===== src/rtl/crc_sig_pkg.sv =====
// rtl/crc_sig_pkg.sv - shared types, constants and MISR step function for the CRC signature path
package crc_sig_pkg;

    localparam int SIG_W = 32;

    // x^32 + x^16 + x^11 + x^4 + 1; bit 0 is implied because stage 0 always takes the feedback
    localparam logic [SIG_W-1:0] POLY_DEFAULT = 32'h0001_0811;

    typedef enum logic [1:0] {
        RUN    = 2'd0,
        CHECK  = 2'd1,
        REPORT = 2'd2
    } state_t;

    // One MISR step: shift up by one, fold the data word in, and feed q[msb] back into the tap stages.
    // Shared with the generator-side model so both ends compact identically.
    function automatic logic [SIG_W-1:0] misr_next(
        input logic [SIG_W-1:0] q,
        input logic [SIG_W-1:0] d,
        input logic [SIG_W-1:0] poly
    );
        logic [SIG_W-1:0] n;
        n[0] = q[SIG_W-1] ^ d[0];
        for (int i = 1; i < SIG_W; i++) begin
            n[i] = q[i-1] ^ d[i] ^ (poly[i] & q[SIG_W-1]);
        end
        return n;
    endfunction

endpackage


===== src/rtl/crc_misr_reg.sv =====
// rtl/crc_misr_reg.sv - MISR register with seed-load and update enables
//
// Ports:
//   clk       rising-edge clock
//   load_seed reload SEED (takes priority over update)
//   update    compact d into the register
//   d         data word to compact
//   q         current MISR contents
module crc_misr_reg
    import crc_sig_pkg::*;
#(
    parameter int               WIDTH = 32,
    parameter logic [WIDTH-1:0] POLY  = POLY_DEFAULT,
    parameter logic [WIDTH-1:0] SEED  = '0
) (
    input  logic             clk,
    input  logic             load_seed,
    input  logic             update,
    input  logic [WIDTH-1:0] d,
    output logic [WIDTH-1:0] q
);

    always_ff @(posedge clk) begin
        if (load_seed) begin
            q <= SEED;
        end else if (update) begin
            q <= misr_next(q, d, POLY);
        end
    end

endmodule


===== config.mk =====
export PLATFORM = sky130hd
export DESIGN_NAME = crc_misr_reg
export DESIGN_NICKNAME = d
export VERILOG_FILES = /design/src/rtl/crc_sig_pkg.sv /design/src/rtl/crc_misr_reg.sv
export SDC_FILE = /design/constraint.sdc
export NUM_CORES = 1
export LEC_CHECK = 0
export ABC_AREA = 1
export CORE_UTILIZATION = 39
export CTS_BUF_LIST = sky130_fd_sc_hd__clkbuf_8
export DETAILED_ROUTE_END_ITERATION = 8
export HOLD_SLACK_MARGIN = 0.12
export PLACE_DENSITY = 0.82
export SLEW_MARGIN = 25
export SYNTH_ARGS = -nofsm -noshare
export SYNTH_HDL_FRONTEND = slang
export SYNTH_SLANG_ARGS = --single-unit

===== constraint.sdc =====
create_clock -name clk -period 0.8 [get_ports clk]
set_input_delay 0.2 -clock clk [delete_from_list [all_inputs] [get_ports clk]]
set_output_delay 0.2 -clock clk [all_outputs]
set_load 0.1 [all_outputs]

# Word-level counts from Yosys, hierarchy flattened
# Cells that the tools add are included.
# op_classes
bitwise,35
# ops
cell,n
$xor A1 B1 Y1,35
# word_totals
reg_bits,32
out_inout_bits,32
wordCells,36

# Depth between registers and ports, before layout
# logic_depth
word_depth,2
depth_mapped,6
ltp_nobuf,6

# Worst setup path after synthesis
# No wires, ideal clock.
# synth_timing
path_type,reg-to-reg
from,reg q[31]
to,reg q[11]
setup_ns,0.109
t_arrival_ns,1.493
required_ns,0.691
slack_ns,-0.802
path_stages_with_launch,6
n_path_buf,0
synth_period_minus_slack_ns,1.602
cell_sequence,dfxtp_1 -> inv_1 -> nand3_1 -> nand3_1 -> nand2_1 -> inv_1
# synth_between
elab_chain_len,1
# synth_rtl
element,line_no,text
start: declaration,crc_misr_reg.sv:20,output logic [WIDTH-1:0] q
start signal: assignment,crc_misr_reg.sv:27,"q <= misr_next(q, d, POLY);"
$xor A1 B1 Y1,crc_sig_pkg.sv:25,n[i] = q[i-1] ^ d[i] ^ (poly[i] & q[SIG_W-1]);
# No other way between the ends.
# A chain may end at the register's enable or synchronous reset.

# Worst setup path in the final report
# layout_timing
from,reg q[27]
to,out q[27]
# No word-level cell between the ends.

==> flow_summary_export.csv <==
group,metric,value,unit
grt,grt_usage,29.5,%
setup_path,worstPathMaxFanout,2,
cells_and_area,syn_to_final_growth,117,%
cells_and_area,reg_top3,"q: 32 flops",
power,clock_power_share,20.0,%
power,comb_power_share,47.8,%
grt,grt_pass1_vias,1959,
sta,fin_tns_setup,-11.42,ns
power,power_density,1750,nW/um^2
power,totalPowerFinal,5.97,mW
setup_path,arrival,0.85,ns
setup_path,path_buf_inv,1,
sta,timing.final.ws_setup,-0.251,ns
setup_path,cp_cell_sequence,"buf_12",
clock_network,clkLatencyLatePin,0.29,ns
clock_network,path_clk_slew,0.07,ns
sta,min_period,1.05,ns
sta,maxSlewHeadroom,84.3,%
synth,synth_warnings,0,
floorplanning,die_x,65.5,um
placement,dp_cells,335,
floorplanning,core,3770,sq um
setup_path,cpPeakStageDelay,0.38,ns
clock_network,root_buffer,"clkbuf_8",
clock_network,cts_htree_levels,2,
synth,synth_top_area_cell,"dfxtp_1",
clock_network,clockBufferDepth,2,
route,vias_per_cell,5.07,
synth,synth.distinct_cells,13,
clock_network,cts.sink_count,32,
synth,yosys-top-cells-area,"dfxtp_1, xor2_1, nor2_1",
cells_and_area,regArea,761,sq um
synth,ys_seq_area_share,40.8,%
sta,setup_viol,64,
synth,synth_top_area_share,40.8,%
route,avgRoutedWirePerCell,17.7,um
synth,netlist_area,1570,sq um
setup_path,slowest_stage,"dfxtp_4",
placement,hpwl,3.05,mm
placement,placed_cell_area,2790,sq um
floorplanning,fp-row-count,22,
sta,hold_viol,0,
setup_path,cp.required,0.60,ns
route,drt.antenna.violating_nets,0,
synth,ys.flop_type,"dfxtp_1",
cells_and_area,largest_reg_flops,32,
cells_and_area,nets,364,
route,dr.pass1.iters,4,
clock_network,numCtsBuffers,5,
synth,syn_avg_cell_area,7.05,sq um
power,p_switching,2.47,mW
synth,synth-edff-count,0,
grt,overflow,0,
run_status,status,"finished with violations",
sta,hold_ws,0.452,ns
floorplanning,start_util,41.7,%
grt,antenna_found_initial,0,
placement,gp_congestion,0.785,
placement,numPortBuffers,66,
cells_and_area,n_antenna_cell,0,
route,post-route-drc-count,0,
route,via_count,1912,
hold_path,hp-class,"primary input to register",
power,ir_drop,0.00163,V
run_status,violations,"negative setup slack",
placement,place_ws,-0.530,ns
power,seqPwrFrac,32.2,%
synth,synth.most_common_cell,"nor2_1",
setup_path,critical-path-top-delay-family,"flip-flops",
cells_and_area,final_cells,377,
cells_and_area,fillerInstances,141,
synth,syn_nets,258,
sta,tightest_slew,0.235,ns
synth,synthCells,223,
route,drtIter0Drc,148,
setup_path,cp-start-kind,"register",
cells_and_area,regMostFlops,"q",
sta,rsz0062_at_grt,"yes",
sta,finalMaxSlewViolations,0,
run,drv_cap,0,
floorplanning,fp.dieH,65.5,um
sta,post-route-period-util,131,%
floorplanning,io_pins,67,
power,swShare,41.4,%
floorplanning,die_area,4290,sq um
cells_and_area,fin_area,3410,sq um
hold_path,hold_path.startpoint,"d[16]",
route,routed_wl,6.69,mm
setup_path,end_kind,"primary output",
sta,finClkSkew,0.00555,ns
synth,ys_top_cells_by_count,"nor2_1, inv_1, dfxtp_1",
cells_and_area,multi_input_area,878,sq um
grt,grt_pass1_wl,9.23,mm
power,p_leak,1.68,nW
setup_path,worstReg2RegStart,"q[4]$_SDFFE_PP0P_",
power,intPower,3.50,mW
grt,grt_max_degree,25,
cells_and_area,utilization,90.5,%
setup_path,startpoint,"q[27]$_SDFFE_PP0P_",
synth,async_flop_share,0,%
synth,ys_ff_latch,32,
cells_and_area,drive_gt1_share,45.3,%
setup_path,critical_path_class,"register to primary output",
clock_network,cts_tree,"done",
sta,fmax,952,MHz
-- routing by layer --
layer / GRT usage, % / wire [um] / vias to the layer above / part of all wire, %
li1: - / - / 873 / -
met3: 7.81 / 420 / 22 / 6.3
met1: 29.9 / 2410 / 913 / 36
met4: 11.7 / 261 / 0 / 3.9
met2: 56.2 / 3600 / 104 / 54
met5: 0 / 0 / - / 0
-- cells in the final DEF (no fill, tap or decap) --
master,Yosys,final
xor2_1,29,20
a21oi_2,0,1
buf_4,3,4
nor2_2,0,2
clkdlybuf4s15_2,0,1
dlygate4sd2_1,0,2
clkbuf_8,0,5
nand3_2,0,9
o21ai_1,3,28
inv_1,39,34
o21ai_2,0,1
a21oi_1,4,3
buf_6,0,34
clkdlybuf4s50_1,0,29
dfxtp_4,0,32
buf_12,0,34
bufbuf_16,0,1
nand2_2,0,9
nor2_1,56,54
xor2_2,0,9
dlymetal6s2s_1,0,2
inv_6,0,1
inv_2,1,2
buf_2,4,1
nand2_1,15,6
clkinv_1,0,2
inv_4,0,3
-- kinds of logic (layout without fill, tap and decap cells) --
kind of cell / Yosys count / after routing / synth area share [%]
buffers and inverters: 49 / 155 / 12.7
xor gates and xnor gates: 29 / 29 / 16.2
and+or+nand+nor: 80 / 80 / 19.8
DFF: 32 / 32 / 40.8
AOI/OAI and AO/OA: 33 / 33 / 10.5
-- final timing paths --
kind                        end  slack [ns]  cells after the start
max reg2reg   q[5]$_SDFFE_PP0P_       -0.19                      4
min reg2reg   q[7]$_SDFFE_PP0P_        0.68                      4
min          q[16]$_SDFFE_PP0P_        0.45                      6
max                       q[27]       -0.25                      1
-- repair_timing --
item,CTS,global route
cloned,2,0
hold buffers,0,0
setup endpoints to repair,64,64
buffers inserted,31,2
gates resized for setup,44,28
pin swaps,41,36
-- power groups by stage --
| stage | combinational [mW] | clock (mW) | sequential, mW |
|---|---|---|---|
| 6_report | 2.85 | 1.19 | 1.93 |
| 5_1_grt | 2.96 | 1.29 | 1.93 |
| 4_1_cts | 2.68 | 1.15 | 1.91 |
| 3_5_place_dp | 2.29 | 0 | 1.98 |
| 3_3_place_gp | 2.25 | 0 | 1.98 |
| 2_1_floorplan | 0.430 | 0 | 2.88 |
-- cell type report --
| type | count | area share [%] |
|---|---|---|
| timing repair buffer | 108 | 43.2 |
| multi-input combinational | 142 | 25.7 |
| sequential | 32 | 22.3 |
| clock inverter | 2 | 0.220 |
| inverter | 40 | 4.77 |
| clock buffer | 5 | 2.02 |
| tap | 48 | 1.76 |
No activity file was read; power rests on OpenSTA's default activity.
